--- src/rtl/lsu_pkg.sv ---
// Shared definitions for the load/store unit: RV32 size/sign codes, FSM states, byte-lane masks.
package lsu_pkg;

    localparam logic [2:0] F3_B  = 3'd0;
    localparam logic [2:0] F3_H  = 3'd1;
    localparam logic [2:0] F3_W  = 3'd2;
    localparam logic [2:0] F3_BU = 3'd4;
    localparam logic [2:0] F3_HU = 3'd5;

    localparam logic [31:0] LANE_B_MASK = 32'h0000_00FF;
    localparam logic [31:0] LANE_H_MASK = 32'h0000_FFFF;

    typedef enum logic [2:0] {
        IDLE,
        ST_W,
        LD_R,
        LD_D,
        RMW_R,
        RMW_M
    } lsu_state_t;

    // Unsupported codes collapse to a full-word access
    function automatic logic [2:0] norm_f3(input logic is_store, input logic [2:0] f3);
        if (is_store)
            return (f3 == F3_B || f3 == F3_H) ? f3 : F3_W;
        case (f3)
            F3_B, F3_H, F3_BU, F3_HU: return f3;
            default:                  return F3_W;
        endcase
    endfunction

    function automatic logic is_half(input logic [2:0] f3);
        return (f3 == F3_H) || (f3 == F3_HU);
    endfunction

endpackage

--- src/rtl/lsu_align.sv ---
// Combinational data path for the LSU: sub-word load extract and read-modify-write merge.
module lsu_align
    import lsu_pkg::*;
(
    input  logic [31:0] i_dout,
    input  logic [1:0]  i_off,
    input  logic [2:0]  i_f3,
    input  logic [15:0] i_wdata,
    output logic [31:0] o_load,
    output logic [31:0] o_merge
);

    logic [7:0]  w_byte;
    logic [15:0] w_half;
    logic [4:0]  w_shift;
    logic [31:0] w_mask;

    always_comb begin
        w_shift = {i_off, 3'b000};
        w_half  = i_off[1] ? i_dout[31:16] : i_dout[15:0];
        case (i_off)
            2'd0:    w_byte = i_dout[7:0];
            2'd1:    w_byte = i_dout[15:8];
            2'd2:    w_byte = i_dout[23:16];
            default: w_byte = i_dout[31:24];
        endcase

        case (i_f3)
            F3_B:    o_load = {{24{w_byte[7]}}, w_byte};
            F3_BU:   o_load = {24'h0, w_byte};
            F3_H:    o_load = {{16{w_half[15]}}, w_half};
            F3_HU:   o_load = {16'h0, w_half};
            default: o_load = i_dout;
        endcase

        w_mask  = (i_f3 == F3_H) ? LANE_H_MASK : LANE_B_MASK;
        o_merge = (i_dout & ~(w_mask << w_shift)) | (({16'h0, i_wdata} & w_mask) << w_shift);
    end

endmodule

--- src/rtl/lsu.sv ---
// Load/store unit FSM driving a single-port word RAM; sub-word stores use read-modify-write.
// Optional LSU_MISALIGN_CHECK_EN: misaligned H/W accesses complete at once with err instead of being masked.
module lsu
    import lsu_pkg::*;
#(
    parameter int unsigned ADDR_W = 30
) (
    input  logic              clk,
    input  logic              rst_n,
    input  logic              req,
    output logic              ready,
    input  logic              we,
    input  logic [2:0]        funct3,
    input  logic [31:0]       addr,
    input  logic [31:0]       wdata,
    output logic              done,
    output logic [31:0]       rdata,
    output logic              err,
    output logic [ADDR_W-1:0] mem_addr,
    output logic [31:0]       mem_din,
    output logic              mem_re,
    output logic              mem_we,
    input  logic [31:0]       mem_dout
);

    lsu_state_t        r_state, w_state_nxt;
    logic              r_done, w_done_nxt;
    logic [31:0]       r_rdata, w_rdata_nxt;
    logic [ADDR_W-1:0] r_mem_addr, w_mem_addr_nxt;
    logic [31:0]       r_mem_din, w_mem_din_nxt;
    logic              r_mem_re, w_mem_re_nxt;
    logic              r_mem_we, w_mem_we_nxt;
    logic [1:0]        r_off, w_off_nxt;
    logic [2:0]        r_f3, w_f3_nxt;
    logic [15:0]       r_wdata, w_wdata_nxt;

    logic [2:0]        w_f3;
    logic [1:0]        w_off;
    logic              w_mis;
    logic [31:0]       w_load;
    logic [31:0]       w_merge;

    assign w_f3  = norm_f3(we, funct3);
    assign w_off = (w_f3 == F3_W) ? 2'b00 :
                   is_half(w_f3)  ? {addr[1], 1'b0} : addr[1:0];

`ifdef LSU_MISALIGN_CHECK_EN
    logic r_err, w_err_nxt;
    assign w_mis = (is_half(w_f3) && addr[0]) || ((w_f3 == F3_W) && (addr[1:0] != 2'b00));
    assign err   = r_err;
`else
    assign w_mis = 1'b0;
    assign err   = 1'b0;
`endif

    lsu_align u_align (
        .i_dout  (mem_dout),
        .i_off   (r_off),
        .i_f3    (r_f3),
        .i_wdata (r_wdata),
        .o_load  (w_load),
        .o_merge (w_merge)
    );

    always_comb begin
        w_state_nxt    = r_state;
        w_done_nxt     = 1'b0;
        w_rdata_nxt    = r_rdata;
        w_mem_addr_nxt = r_mem_addr;
        w_mem_din_nxt  = r_mem_din;
        w_mem_re_nxt   = 1'b0;
        w_mem_we_nxt   = 1'b0;
        w_off_nxt      = r_off;
        w_f3_nxt       = r_f3;
        w_wdata_nxt    = r_wdata;
`ifdef LSU_MISALIGN_CHECK_EN
        w_err_nxt      = 1'b0;
`endif
        case (r_state)
            IDLE: begin
                if (req) begin
                    if (w_mis) begin
                        w_done_nxt = 1'b1;
`ifdef LSU_MISALIGN_CHECK_EN
                        w_err_nxt  = 1'b1;
`endif
                    end else begin
                        w_mem_addr_nxt = addr[ADDR_W+1:2];
                        w_off_nxt      = w_off;
                        w_f3_nxt       = w_f3;
                        w_wdata_nxt    = wdata[15:0];
                        if (we && (w_f3 == F3_W)) begin
                            w_mem_we_nxt  = 1'b1;
                            w_mem_din_nxt = wdata;
                            w_state_nxt   = ST_W;
                        end else begin
                            w_mem_re_nxt  = 1'b1;
                            w_state_nxt   = we ? RMW_R : LD_R;
                        end
                    end
                end
            end
            ST_W: begin
                w_done_nxt  = 1'b1;
                w_state_nxt = IDLE;
            end
            LD_R:  w_state_nxt = LD_D;
            LD_D: begin
                w_rdata_nxt = w_load;
                w_done_nxt  = 1'b1;
                w_state_nxt = IDLE;
            end
            RMW_R: w_state_nxt = RMW_M;
            RMW_M: begin
                w_mem_din_nxt = w_merge;
                w_mem_we_nxt  = 1'b1;
                w_state_nxt   = ST_W;
            end
            default: w_state_nxt = IDLE;
        endcase
    end

    always_ff @(posedge clk or negedge rst_n) begin
        if (!rst_n) begin
            r_state    <= IDLE;
            r_done     <= 1'b0;
            r_rdata    <= '0;
            r_mem_addr <= '0;
            r_mem_din  <= '0;
            r_mem_re   <= 1'b0;
            r_mem_we   <= 1'b0;
            r_off      <= '0;
            r_f3       <= '0;
            r_wdata    <= '0;
`ifdef LSU_MISALIGN_CHECK_EN
            r_err      <= 1'b0;
`endif
        end else begin
            r_state    <= w_state_nxt;
            r_done     <= w_done_nxt;
            r_rdata    <= w_rdata_nxt;
            r_mem_addr <= w_mem_addr_nxt;
            r_mem_din  <= w_mem_din_nxt;
            r_mem_re   <= w_mem_re_nxt;
            r_mem_we   <= w_mem_we_nxt;
            r_off      <= w_off_nxt;
            r_f3       <= w_f3_nxt;
            r_wdata    <= w_wdata_nxt;
`ifdef LSU_MISALIGN_CHECK_EN
            r_err      <= w_err_nxt;
`endif
        end
    end

    assign ready    = (r_state == IDLE);
    assign done     = r_done;
    assign rdata    = r_rdata;
    assign mem_addr = r_mem_addr;
    assign mem_din  = r_mem_din;
    assign mem_re   = r_mem_re;
    assign mem_we   = r_mem_we;

endmodule

--- config.mk ---
export PLATFORM = sky130hd
export DESIGN_NAME = lsu
export DESIGN_NICKNAME = d
export VERILOG_FILES = /design/src/rtl/lsu_pkg.sv /design/src/rtl/lsu_align.sv /design/src/rtl/lsu.sv
export SDC_FILE = /design/constraint.sdc
export NUM_CORES = 1
export LEC_CHECK = 0
export ABC_AREA = 0
export BUFFER_PORTS_ARGS = -buffer_cell sky130_fd_sc_hd__buf_2
export CORE_UTILIZATION = 51
export CTS_CLUSTER_DIAMETER = 100
export DETAILED_ROUTE_END_ITERATION = 10
export GPL_TIMING_DRIVEN = 0
export PLACE_DENSITY = 0.81
export SLEW_MARGIN = 5
export SYNTH_ARGS = -nofsm -noshare
export SYNTH_HDL_FRONTEND = slang
export SYNTH_SLANG_ARGS = --single-unit
--- constraint.sdc ---
create_clock -name clk -period 2.1 [get_ports clk]
set_clock_uncertainty 0.05 [all_clocks]
set_input_delay 0.315 -clock clk [delete_from_list [all_inputs] [get_ports clk]]
set_output_delay 0.315 -clock clk [all_outputs]
set_load 0.005 [all_outputs]
# Word level (Yosys, flattened, before mapping)
# Index checks and enable logic that the tools add are counted.
[totals]
register_bits = 121
latch_bits = 0
mem_bits_rw = 0
rom_bits = 0
inputBits = 103
out_inout_bits = 99
word_cells = 71
memories = 0
[op_classes]
n_addsub = 0
n_mul = 0
div_mod_pow = 0
magnitude_cmp = 0
n_eq_ne = 18
shifts = 2
mux = 25
n_bitwise = 4
n_reduce_logical = 12
[ops]
columns = ["op", "n"]
rows = [
  ["$pmux W32 S4", 1],
  ["$mux W32", 2],
  ["$pmux W32 S2", 1],
  ["$shl A32 B5 Y32", 2],
  ["$and A16 B32 Y32", 1],
  ["$and A32 B32 Y32", 1],
  ["$mux W16", 2],
  ["$not A32 Y32", 1],
  ["$or A32 B32 Y32", 1],
  ["$pmux W8 S3", 1],
  ["$eq A3 B3 Y1 const B", 7],
  ["$mux W3", 7],
  ["$eq A3 B1 Y1 const B", 4],
  ["$pmux W3 S4", 1],
  ["$eq A3 B2 Y1 const B", 3],
  ["$logic_not A3 Y1", 3],
  ["$mux W1", 8],
  ["$reduce_or A4 Y1", 1],
  ["$reduce_and A3 Y1", 1],
  ["$eq A2 B1 Y1 const B", 1],
  ["$eq A2 B2 Y1 const B", 1],
  ["$logic_not A2 Y1", 1],
  ["$logic_or A1 B1 Y1", 2],
  ["$mux W2", 1],
  ["other kinds (7)", 7],
]

# Longest topological paths before layout
[logic_depth]
word_depth = 10
ltp_mapped = 7
mapped_depth_nobuf = 5

# By module
# From an unflattened synthesis, not the netlist that was laid out.
[hier_totals]
hier_cells = 662
hier_area_um2 = 6414.9
[by_module_without_submodules]
columns = ["mod", "n_inst", "cells_per_inst", "area_per_inst_um2", "seq_area_each_um2"]
rows = [
  ["lsu", 1, 488, 4937.2, 3027.9],
  ["lsu_align", 1, 174, 1477.7, 0.0],
]

# Worst setup path before layout
# No wires, ideal clock.
[synth_timing]
path_kind = "reg2reg"
start = "reg r_state[2]"
end = "reg r_mem_din[0], in the netlist mem_din[0]"
setup_time_ns = 0.125
arrival_ns = 1.626
t_required_ns = 1.925
setup_slack_ns = 0.299
stages_incl_launch_ff = 8
n_path_buf = 2
period_less_slack_ns = 1.801
path_cell_list = "dfrtp_1 -> buf_4 -> nor4b_4 -> and2_1 -> buf_4 -> nor2_4 -> inv_4 -> mux2_2"
[synth_between]
elab_chain_len = 3
elab_cells_between_ends = 7
classes_between = "3 x eq/ne; 1 x mux; 3 x reduce/logical"
[synth_lines]
columns = ["item", "line_no", "rtl"]
rows = [
  ["from (decl)", "lsu.sv:26", "lsu_state_t r_state, w_state_nxt;"],
  ["from (signal assigned)", "lsu.sv:139", "r_state <= w_state_nxt;"],
  ["$logic_not A3 Y1 / $eq A3 B3 Y1 (equally long branches)", "lsu.sv:79", "case (r_state)"],
  ["$ne A2 B1 Y1 (no line), or another cell as far along", "-", ""],
  ["$reduce_and A3 Y1 (no line)", "-", ""],
  ["to (signal assigned)", "lsu.sv:143", "r_mem_din <= w_mem_din_nxt;"],
  ["to (decl)", "lsu.sv:30", "logic [31:0] r_mem_din, w_mem_din_nxt;"],
]
# Several ways; a longest one is shown, not always the timed one.
# A chain may end at the register's enable or synchronous reset.

# Worst setup path after layout
[layout_timing]
start = "reg r_state[2]"
end = "reg r_mem_din[5], in the netlist mem_din[5]"
# Same word-level chain as after synthesis.

==> impl_results.md <==
* Num CTS Buffers at 17
* Crit Path Class: flop to flop
* Largest family of logic cells by synthesized area: simple AND/OR/NAND/NOR gates
* Sequential cell area at about 3000 um2
* Post-synthesis simple-gate area fraction at ~22%
* Mapped Area at slightly below 6000 um2
* Synthesized net count at between 700 and 800
* Clock share of power at about a quarter
* Worst Setup SP: r_state[2]$_DFFE_PN0P_
* Post-route ant nets at 0
* Synth Area in Adders at 0%
* Initial DRC count at roughly 400
* Clk sink count at around 120
* CP arrival at ~2.3 ns
* Hold_sp: addr[13]
* Most common cell in the netlist: nand2_1
* Most frequent cells after synthesis: nand2_1, dfrtp_1, a21oi_1
* Worst Hold Class: primary input to flop
* Largest cells by area after synthesis: dfrtp_1, nand2_1, mux2i_1
* Drt pass-1 iters at 5
* Largest area contributor in the netlist: dfrtp_1
* Maximum vdd drop at slightly below 0.001 V
* Area growth syn-to-layout at 31.6%
* Via/cell ratio at about 5.6
* Worst path required time at around 2.3 ns
* Final Max Slew Viols at 0
* First-pass GRT wire length at 27400 um
* Internal power at about 7.3 mW
* Die area at around 12000 um2
* Num rows at 39
* Compound-gate portion of the synthesized area at approximately 14%
* EDFF count, synth at 0
* Fin. Hold Viols at 0
* Synthesis-stage register bit count at between 100 and 150
* Vias in the first global route at 5400
* Clk_lat worst skew at approximately 0.42 ns
* Reg2Reg Depth at 7
* Register share of total power at a little over a third
* CORE AREA at between 10000 and 15000 um2
* NumNets Final at between 900 and 1000
* I/O pin cnt at between 200 and 250
* Status: finished clean
* Drt wl/cell at 17.7 um
* Sequential fraction of the synthesis area at 50.9%
* Synth top area share at between 50% and 60%
* Worst slew pin tran at 0.663 ns
* Fmax at 496 MHz
* Design Power at ~12 mW
* Antenna violations before repair at 0
* Setup-failing EPs final at 0
* Mux cell area share after synthesis at between 8 and 9%
* FFs w/ async S/R, synth at 100%
* Grt ovf at 0
* Crit. End Element: flop
* Die width at about 110 um
* Max-slew headroom at approximately 56%
* Total GRT Usage at a little under a third
* Mapped Cells at 632
* Final period demand of the worst path at 2.01 ns
* Switching portion of total power at around 37%
* Xor-xnor portion of the synthesized cell area at 0%
* Hpwl dp at about 13000 um
* Combinational fraction of design power at 38.4%
* Static leakage at 3.92 nW
* Startpoint types: flop
* Maxcap violations at 0
* Drt total wl at 17900 um
* Routability cong. at a little over 0.9
* Starting Density at around 52%
* Fillers at about 920
* Final Cycle Share at around 96%
* CP max FO at 10
* Maximum root-to-sink buffer count at 2
* Main flop type after synthesis: dfrtp_1
* Cells on Worst Hold Path at 3
* Worst r2r src: r_state[2]$_DFFE_PN0P_
* DR DRC count at 0
* Min Hold Slack at roughly 0.031 ns
* Fraction of layout cells with a size suffix above 1 at about a third
* Cell Pwr Density at 1480 nW/um2
* Clock transition at path regs at around 0.06 ns
* YS warnings at 0
* Syn avg cell area at roughly 9.4 um2
* CTS root buf: clkbuf_16
* Largest net degree at the start of global routing at 76
* Port-buffer cells at 200
* CTS tree: yes
* Antenna diodes at 0
* Die Y at between 100 and 150 um
* Multi-input combinational cell area at roughly 2700 um2
* Distinct cells, synth at 47
* Sw Pwr at roughly 4.3 mW
* CTS H-Tree Depth at 4
* Vias at around 5600
==> metrics by stage <==
| stage | std cells | TNS (ns) | utilization, % | worst slack, ns | area (um2) |
|---|---|---|---|---|---|
| floorplan | 632 | 0 | - | 0.299 | 5940 |
| global placement | 975 | -100.46 | 62.6 | -0.842 | 7120 |
| detailed placement | 976 | -0.0319 | 62.9 | -0.0319 | 7160 |
| CTS | 1009 | 0 | 68.5 | 0.0514 | 7780 |
| global route | 1010 | -0.00811 | 68.8 | -0.00811 | 7820 |
| finish | 1010 | 0 | 68.8 | 0.0855 | 7820 |
==> registers in the layout, indices dropped and copies added (netlist names) <==
| signal | cells |
|---|---|
| done | 1 |
| mem_addr | 30 |
| mem_din | 32 |
| mem_re | 1 |
| mem_we | 1 |
| r_f3 | 3 |
| r_off | 2 |
| r_state | 3 |
| r_wdata | 16 |
| rdata | 32 |
==> layout by cell type (no fill, tap or decap), types with 3 or more instances in the layout <==
cell | netlist | final
nand2b_1 | 6 | 6
mux2_2 | 15 | 15
a211oi_2 | 2 | 5
a221oi_1 | 4 | 4
nand3_1 | 26 | 26
clkbuf_16 | 0 | 17
buf_1 | 4 | 4
a32o_1 | 9 | 9
mux2i_1 | 29 | 29
a21o_1 | 4 | 4
a21oi_1 | 34 | 33
clkinv_4 | 0 | 4
nor3_1 | 7 | 7
o2bb2ai_1 | 8 | 8
dfrtp_1 | 121 | 121
buf_6 | 2 | 3
a22o_1 | 3 | 3
o21ai_0 | 24 | 24
clkbuf_2 | 1 | 3
o221ai_1 | 12 | 12
bufinv_16 | 0 | 3
o21a_1 | 3 | 3
a211oi_1 | 10 | 7
buf_4 | 6 | 8
buf_2 | 8 | 207
nor2b_1 | 16 | 16
nor2_1 | 18 | 18
nand2_1 | 181 | 181
nand3_2 | 10 | 10
clkinvlp_4 | 0 | 4
nand3b_1 | 9 | 9
clkbuf_1 | 29 | 26
o21ai_1 | 12 | 12
==> path summary, 6_finish.rpt <==
kind                       slack [ns]                        to
setup / recovery                 0.09    mem_din[5]$_DFFE_PN0P_
hold / removal                   0.03  mem_addr[11]$_DFFE_PN0P_
setup reg to reg                 0.09    mem_din[5]$_DFFE_PN0P_
hold reg to reg                  0.42  mem_addr[19]$_DFFE_PN0P_
max in group asynchronous        0.91   mem_addr[1]$_DFFE_PN0P_
min in group asynchronous        0.36     rdata[25]$_DFFE_PN0P_
==> kinds of logic (layout without fill, tap and decap cells) <==
family          Yosys count  in the layout
simple gates            282            282
flops                   121            121
mux                      46             46
buf+inv                  54            289
other cells               1              1
compound gates          128            128
==> routing by layer <==
| layer | global-route usage, % | routed length, um | up-vias |
|---|---|---|---|
| li1 | - | - | 2637 |
| met3 | 9.19 | 1710 | 43 |
| met2 | 49.5 | 8480 | 305 |
| met4 | 11.7 | 483 | 0 |
| met1 | 38.3 | 7200 | 2644 |
| met5 | 0 | 0 | - |
==> worst max-delay path: stages, from the launching register on <==
cell     delay [ns]
dfrtp_1        0.36
buf_4          0.18
nor4b_4        0.32
and2_1         0.17
buf_4          0.19
nor2_4         0.10
inv_4          0.16
mux2_2         0.35
==> area by class of cell <==
class | count | share of cell area, %
Sequential cell | 121 | 38.7
Tap cell | 143 | 2.29
Inverter | 4 | 0.224
Timing Repair Buffer | 204 | 13.6
Clock buffer | 18 | 5.62
Clock inverter | 14 | 2.22
Buffer | 49 | 3.01
Multi-Input combinational cell | 457 | 34.4
==> power groups by stage <==
stage               clock network [mW]  logic (mW)  registers (mW)
global route                      3.12        5.00            4.29
CTS                               3.02        4.42            4.14
global placement                     0        4.27            4.13
detailed placement                   0        4.40            4.14
floorplan                            0        2.53            4.13
finish                            3.00        4.45            4.16
==> what timing repair did <==
item                                    in CTS  in global routing
pin swaps                                    0                  1
gates resized for setup                      1                  8
hold endpoints to repair                    46                  0
setup buffers                                0                  2
hold buffers                                 1                  0
endpoints found under the setup margin       1                 29
gates cloned                                 0                  0
Power figures use the tool's default switching activity.
